===== src/rtl/bits_frame_sync.sv =====
// Frame synchronizer: finds the sync word (or its inverse) in a serial bit stream,
// then packs a fixed-length payload into bytes with valid/last strobes.
module bits_frame_sync #(
    parameter logic [31:0] SYNC_WORD     = 32'h1ACFFC1D,
    parameter int          SYNC_LEN      = 32,
    parameter int          MAX_ERR       = 0,
    parameter int          ALLOW_INV     = 1,
    parameter int          PAYLOAD_BYTES = 16
) (
    input  logic        clk,
    input  logic        rst_n,
    input  logic        I,
    input  logic        I_vld,
    output logic [7:0]  O,
    output logic        O_vld,
    output logic        O_last,
    output logic        locked,
    output logic        inverted,
    output logic [15:0] frame_cnt
);

    localparam int CW = $clog2(SYNC_LEN + 1);
    localparam int BW = (PAYLOAD_BYTES > 1) ? $clog2(PAYLOAD_BYTES) : 1;
    localparam logic [SYNC_LEN-1:0] SW     = SYNC_WORD[SYNC_LEN-1:0];
    localparam logic [CW-1:0]       LEN_C  = CW'(SYNC_LEN);
    localparam logic [CW-1:0]       ERR_C  = CW'(MAX_ERR);
    localparam logic [BW-1:0]       LAST_C = BW'(PAYLOAD_BYTES - 1);

    typedef enum logic {SEARCH = 1'b0, PAYLOAD = 1'b1} state_t;

    state_t              state_q, state_d;
    logic [SYNC_LEN-1:0] sr_q, sr_d;
    logic [CW-1:0]       fill_q, fill_d;
    logic [2:0]          bit_cnt_q, bit_cnt_d;
    logic [BW-1:0]       byte_cnt_q, byte_cnt_d;
    logic [7:0]          byte_q, byte_d;
    logic [7:0]          o_q, o_d;
    logic                o_vld_q, o_vld_d;
    logic                o_last_q, o_last_d;
    logic                inverted_q, inverted_d;
    logic [15:0]         frame_cnt_q, frame_cnt_d;

    logic [SYNC_LEN-1:0] cand;
    logic [CW-1:0]       d0, d1;
    logic                filled, hit_n, hit_i;
    logic [7:0]          byte_nx;

    always_comb begin
        cand = {sr_q[SYNC_LEN-2:0], I};
        d0   = '0;
        for (int i = 0; i < SYNC_LEN; i++) begin
            d0 = d0 + CW'(cand[i] ^ SW[i]);
        end
        d1      = LEN_C - d0;
        // The incoming bit counts toward the window, so one short of full is enough.
        filled  = (fill_q >= LEN_C - CW'(1));
        hit_n   = filled && (d0 <= ERR_C);
        hit_i   = filled && (ALLOW_INV != 0) && (d1 <= ERR_C);
        byte_nx = {byte_q[6:0], I ^ inverted_q};

        state_d     = state_q;
        sr_d        = sr_q;
        fill_d      = fill_q;
        bit_cnt_d   = bit_cnt_q;
        byte_cnt_d  = byte_cnt_q;
        byte_d      = byte_q;
        o_d         = o_q;
        o_vld_d     = 1'b0;
        o_last_d    = 1'b0;
        inverted_d  = inverted_q;
        frame_cnt_d = frame_cnt_q;

        case (state_q)
            SEARCH: begin
                if (I_vld) begin
                    sr_d = cand;
                    if (fill_q != LEN_C) fill_d = fill_q + CW'(1);
                    if (hit_n || hit_i) begin
                        state_d    = PAYLOAD;
                        inverted_d = !hit_n;
                        bit_cnt_d  = '0;
                        byte_cnt_d = '0;
                    end
                end
            end
            PAYLOAD: begin
                if (I_vld) begin
                    byte_d    = byte_nx;
                    bit_cnt_d = bit_cnt_q + 3'd1;
                    if (bit_cnt_q == 3'd7) begin
                        o_d     = byte_nx;
                        o_vld_d = 1'b1;
                        if (byte_cnt_q == LAST_C) begin
                            // Next sync must arrive entirely after the payload.
                            o_last_d    = 1'b1;
                            frame_cnt_d = frame_cnt_q + 16'd1;
                            state_d     = SEARCH;
                            sr_d        = '0;
                            fill_d      = '0;
                        end else begin
                            byte_cnt_d = byte_cnt_q + BW'(1);
                        end
                    end
                end
            end
            default: state_d = SEARCH;
        endcase
    end

    always_ff @(posedge clk or negedge rst_n) begin
        if (!rst_n) begin
            state_q     <= SEARCH;
            sr_q        <= '0;
            fill_q      <= '0;
            bit_cnt_q   <= '0;
            byte_cnt_q  <= '0;
            byte_q      <= '0;
            o_q         <= '0;
            o_vld_q     <= 1'b0;
            o_last_q    <= 1'b0;
            inverted_q  <= 1'b0;
            frame_cnt_q <= '0;
        end else begin
            state_q     <= state_d;
            sr_q        <= sr_d;
            fill_q      <= fill_d;
            bit_cnt_q   <= bit_cnt_d;
            byte_cnt_q  <= byte_cnt_d;
            byte_q      <= byte_d;
            o_q         <= o_d;
            o_vld_q     <= o_vld_d;
            o_last_q    <= o_last_d;
            inverted_q  <= inverted_d;
            frame_cnt_q <= frame_cnt_d;
        end
    end

    assign O         = o_q;
    assign O_vld     = o_vld_q;
    assign O_last    = o_last_q;
    assign locked    = (state_q == PAYLOAD);
    assign inverted  = inverted_q;
    assign frame_cnt = frame_cnt_q;

endmodule


===== config.mk =====
export PLATFORM = sky130hd
export DESIGN_NAME = bits_frame_sync
export DESIGN_NICKNAME = d
export VERILOG_FILES = /design/src/rtl/bits_frame_sync.sv
export SDC_FILE = /design/constraint.sdc
export NUM_CORES = 1
export LEC_CHECK = 0
export CELL_PAD_IN_SITES_DETAIL_PLACEMENT = 1
export CELL_PAD_IN_SITES_GLOBAL_PLACEMENT = 1
export CORE_UTILIZATION = 47
export CTS_BUF_LIST = sky130_fd_sc_hd__clkbuf_8 sky130_fd_sc_hd__clkbuf_16
export DETAILED_ROUTE_END_ITERATION = 10
export GPL_ROUTABILITY_DRIVEN = 0
export PLACE_DENSITY_LB_ADDON = 0.1
export SYNTH_ARGS = -nofsm -noshare
export SYNTH_HDL_FRONTEND = slang
export SYNTH_SLANG_ARGS = --single-unit

===== constraint.sdc =====
create_clock -name clk -period 6.95 [get_ports clk]
set_clock_uncertainty 0.1 [all_clocks]
set_input_delay 1.39 -clock clk [delete_from_list [all_inputs] [get_ports clk]]
set_output_delay 1.39 -clock clk [all_outputs]
set_load 0.01 [all_outputs]

==> After elaboration in Yosys (flattened, before gate mapping) <==
Index checks and enable logic that the tools add are counted.
{ "totals": {"wordCells": 127, "inputBits": 4, "reg_bits": 79} }
{ "classes": {"reduce_logical": 12, "eq_ne": 10, "n_addsub": 36, "n_bitwise": 21, "muxes": 34, "n_lt_le_gt_ge": 3} }
{ "op_table": {"columns": ["op", "count"], "rows": [
  ["$add A6 B1 Y6", 26],
  ["$mux W31", 4],
  ["$pmux W31 S2", 1],
  ["$mux W6", 5],
  ["$mux W4", 5],
  ["$not A1 Y1", 20],
  ["$add A16 B1 Y16 const B", 1],
  ["$le A6 B1 Y1 const B", 2],
  ["$mux W1", 12],
  ["$pmux W6 S2", 1],
  ["$ne A2 B2 Y1 const B", 5],
  ["$reduce_and A5 Y1", 2],
  ["$mux W3", 3],
  ["$reduce_and A3 Y1", 3],
  ["$pmux W4 S2", 1],
  ["$reduce_and A4 Y1", 2],
  ["$add A5 B1 Y6", 1],
  ["$add A6 B1 Y6 const B", 1],
  ["$ge A6 B5 Y1 const B", 1],
  ["$ne A6 B6 Y1 const B", 1],
  ["$pmux W3 S2", 1],
  ["$sub A6 B6 Y6 const A", 1],
  ["$add A4 B1 Y5", 1],
  ["$add A3 B1 Y4", 1],
  ["13 further kinds", 15]
]} }

==> Logic depth before layout (Yosys ltp) <==
{ "depth": {"depth_word": 39, "ltp_mapped": 19, "depth_no_buf": 19} }

==> Worst setup path before layout <==
No wires, ideal clock.
{ "synth_timing": {"path_kind": "in2reg", "startpoint": "input port I", "endpoint": "register inverted_q, in the netlist inverted", "slack_ps": 734, "n_path_buf": 0, "arrival_ps": 5979, "stages": 19, "cell_sequence": "inv_1 -> fa_1 -> inv_1 -> fa_1 -> inv_1 -> fa_1 -> inv_1 -> fa_1 -> fa_1 -> fa_1 -> inv_1 -> ha_1 -> inv_1 -> fa_1 -> nor2b_1 -> o2111ai_1 -> nand2b_1 -> o41ai_1 -> o31ai_1"} }
{ "synth_between": {"elab_chain_len": 37, "elab_cells_between_ends": 40, "cone_classes": "add/sub (32); order compare (2); bitwise (1); reduce/logical (5)"} }
{ "synth_rtl": {"columns": ["item", "line", "rtl"], "rows": [
  ["start, declared", "12", "input logic I,"],
  ["$not A1 Y1 (no source line) *", null, null],
  ["$add A1 B1 Y2 *", "52", "d0 = d0 + CW'(cand[i] ^ SW[i]);"],
  ["$add A2 B1 Y3 *", "52", null],
  ["$add A3 B1 Y4 *", "52", null],
  ["$add A4 B1 Y5 *", "52", null],
  ["$add A5 B1 Y6 *", "52", null],
  ["$add A6 B1 Y6 * (26 in series)", "52", null],
  ["$sub A6 B6 Y6", "54", "d1 = LEN_C - d0;"],
  ["$le A6 B1 Y1", "58", "hit_i = filled && (ALLOW_INV != 0) && (d1 <= ERR_C);"],
  ["$logic_and A1 B1 Y1", "58", null],
  ["$logic_or A1 B1 Y1", "78", "if (hit_n || hit_i) begin"],
  ["$reduce_and A3 Y1 (no source line)", null, null],
  ["end signal, assigned", "133", "inverted_q <= inverted_d;"],
  ["end, declared", "40", "logic inverted_q, inverted_d;"]
]} }
Mark *: on every way between the ends. The rest lies on a longest branch, timed or not.
A chain may end at the register's enable or synchronous reset.

==> Worst setup path after layout <==
Ends and elaborated chain as after synthesis.

==> impl_results.md <==
* Result of the run: finished clean
* Final critical-path required period at 6.69 ns
* Reg-to-Reg Start: sr_q[29]$_DFFE_PN0P_
* Area after detailed placement at 4520 µm²
* Max Cap Violations at 0
* Setup Crit Path Kind: input port to register
* Post-synth design cell area at 4120 µm²
* Via count of the first global-routing pass at 3040
* CP dominant cell by count: fa_1
* Sequential cell area fraction in the yosys report at 0.480
* Largest area contributor in the synthesized netlist: dfrtp_1
* Post-synthesis instance total at 372
* Clock buffer depth at 2
* Area growth syn-to-layout at 15.1%
* CTS H-Tree Depth at 3
* Vertical extent of the die at 95.6 µm
* Wirelength per Cell at 17.3 µm
* Hold WC Path Type: register to register
* Met1 Track Usage GR at 0.283
* Quantity of hold-fixing buffers added after cts at 0
* GRT met3 Usage at 0.0478
* WP data arrival at 6.81 ns
* Starting utilization of the core area at 0.494
* Synthesis-stage register bit count at 79
* Maximum number of pins on one net before global-route repair at 80
* X dimension of the die at 95.6 µm
* Proportion of netlist area held by the largest area contributor at 0.480
* Met2 capacity usage during global routing at 0.390
* Final clock period utilization by the worst path at 0.963
* Total Die Area at 9140 µm²
* Synth Area per Inst at 11.1 µm²
* F_max at 149 MHz
* Clock slew at reported path FFs at 0.09 ns
* Worst slew margin at 0.337
* Number of unique standard cell types used by synthesis at 49
* TritonCTS Sinks at 79
* Net count reported at finish at 447
* Final instance area at 4740 µm²
* Worst endpoint required time at 7.07 ns
* Filler-free cell count of the finished design at 516
* Area inside the core boundary at 8340 µm²
* Critical Path Fanout Max at 3
* Launch point of the critical path: I
* Post-detailed-placement half-perimeter wirelength at 6320 µm
* Count of flip-flops with a built-in enable after synthesis at 0
* Clock root buffer: clkbuf_8
* Row Count at 33
* Main area contributors after synthesis: dfrtp_1 (48%), fa_1 (12%), inv_1 (5.0%)
* Slew @ Worst Pin at 0.995 ns
* Number of pins with negative max-slew slack in the final report at 0
* DRC errors left at 0
* Global-route total usage across every layer at 0.224
* Hold violation count in the final report at 0
* Launch point of the worst hold path: frame_cnt[15]$_DFFE_PN0P_
* Port buffer count at 31
* Num CTS Buffers at 9
* Top Usage Layer GRT: met2
* First-pass GRT wire length at 15100 µm
* CP endpoint kind: register
* Ports placed on the boundary at 32
* Mapped Nets at 413
* Clock tree from TritonCTS: yes
* Async set-or-reset flop fraction in the synthesized netlist at 1.00
* Sort of element at the start of the critical path: input port
* DRT Wirelength at 8950 µm
* Sum of overflow across all layers after global routing at 0
* Antenna Cells at 0
* Final number of setup-violating endpoints at 0
* Vias per std cell at 5.35
* Count of TritonRoute iterations in the first routing pass at 4
* Clock network latency to the later pin of the worst-skew pair at 0.35 ns
* Cell chain of the critical path: clkdlybuf4s50_1 > inv_1 > fa_1 > inv_1 > fa_1 > inv_1 > fa_1 > inv_1 > fa_1 > fa_1 > fa_1 > inv_1 > ha_1 > inv_1 > fa_1 > nor2b_1 > o2111ai_1 > nand2b_1 > o41ai_2 > o31ai_1
* Final core utilization at 0.568
* Fraction of final layout cells sized beyond drive strength 1 at 0.112
* Count of routing violations after the opening detailed-route iteration at 138
* Placed Cells at 500
* Detail Route Antenna Nets at 0
* Critical path's slowest cell: fa_1
* Initial antenna violation count at 0
* Worst-case register-to-register setup slack at 1.50 ns
* YS warnings at 0
* Predominant post-synthesis flop cell: dfrtp_1
* Highest cell delay on the worst timing path at 0.55 ns
* Number of vias in the routed layout at 2761
==> kinds of logic (layout without fill, tap and decap cells) <==
kind of cell,Yosys count,in the layout,share of synthesized area
AO/OA/AOI/OAI,69,69,0.105
XOR/XNOR,19,19,0.0404
adder cells (fa/ha/maj),37,37,0.156
buffers and inverters,67,106,0.0641
flip-flops,79,79,0.480
multiplexers,16,16,0.0432
AND/OR/NAND/NOR,85,85,0.111
==> critical path, delay by kind of cell <==
family,cells,cell delay [ns]
AND/OR/NAND/NOR,2,0.38
adder cells (fa/ha/maj),8,3.57
buffers and inverters,7,0.90
AO/OA/AOI/OAI,3,0.59
==> metrics by stage <==
stage / setup TNS, ns / setup WS (ns) / hold slack, ns
after global placement: 0 / 0.0426 / 0.358
after detailed placement: -0.624 / -0.225 / 0.380
final: 0 / 0.260 / 0.392
after floorplan: 0 / 0.734 / 0.363
after CTS: 0 / 0.152 / 0.392
after global routing: -0.0114 / -0.0114 / 0.417
==> synthesized netlist by cell type (5+ instances only) <==
| master | number |
|---|---|
| dfrtp_1 | 79 |
| inv_1 | 55 |
| nand2_1 | 39 |
| o21ai_0 | 27 |
| fa_1 | 24 |
| o22ai_1 | 18 |
| mux2_2 | 14 |
| ha_1 | 13 |
| nor2_1 | 13 |
| xnor2_1 | 11 |
| nand3_1 | 8 |
| xor2_1 | 8 |
| clkbuf_1 | 6 |
| a21oi_1 | 5 |
==> area by class of cell <==
cell class / instances / area (µm²)
clock buffers: 10 / 138
clock inverters: 6 / 68.8
fillers: 880 / 3600
inverters: 56 / 210
multi-input cells: 226 / 1880
flip-flops and latches: 79 / 1980
well taps: 105 / 131
repair buffers: 34 / 330
==> path summary, 6_finish.rpt <==
check | to | depth (start not counted)
max reg2reg | inverted$_DFFE_PN0P_ | 18
min in group asynchronous | frame_cnt[0]$_DFFE_PN0P_ | 1
min | frame_cnt[15]$_DFFE_PN0P_ | 1
max in group asynchronous | sr_q[21]$_DFFE_PN0P_ | 1
min reg2reg | frame_cnt[15]$_DFFE_PN0P_ | 1
max | inverted$_DFFE_PN0P_ | 20
==> layer usage <==
| metal | vias to the layer above | share of wire |
|---|---|---|
| met4 | 0 | 0.014 |
| met2 | 42 | 0.52 |
| met1 | 1408 | 0.44 |
| met5 | - | 0 |
| li1 | 1300 | - |
| met3 | 11 | 0.030 |
==> flip-flops by register name, summed over array words and instances (netlist names) <==
register / cells
byte_cnt_q: 4
locked: 1
fill_q: 6
byte_q: 7
inverted: 1
sr_q: 31
O_last: 1
O_vld: 1
bit_cnt_q: 3
frame_cnt: 16
O: 8
==> what timing repair did <==
action                                  CTS  global route
endpoints found under the setup margin    0             2
resized for setup                         0             2
hold endpoints to repair                  0             0
setup buffers                             0             0
==> placed cells by master, fill, tap and decap left out, types with 2 or more instances in the layout <==
cell | Yosys | layout
xor2_1 | 8 | 8
nand4b_1 | 2 | 2
nor2b_1 | 3 | 3
nand4_4 | 2 | 2
fa_1 | 24 | 24
o22a_1 | 2 | 2
o31ai_1 | 2 | 2
nand2_1 | 39 | 39
ha_1 | 13 | 13
mux2i_1 | 2 | 2
nand2b_1 | 2 | 2
inv_1 | 55 | 55
o22ai_1 | 18 | 18
o21ai_0 | 27 | 27
buf_4 | 0 | 4
nand3_1 | 8 | 8
nor2_1 | 13 | 13
dfrtp_1 | 79 | 79
xnor2_1 | 11 | 11
clkdlybuf4s50_1 | 0 | 30
clkbuf_8 | 0 | 10
mux2_2 | 14 | 14
or3_1 | 3 | 3
clkinv_4 | 0 | 2
nand4_1 | 3 | 3
a21oi_1 | 5 | 5
nor3_1 | 3 | 3
Power is left out: the tool's default activity adds up to more than one toggle a clock period on the data nets, which glitch-free logic cannot reach.
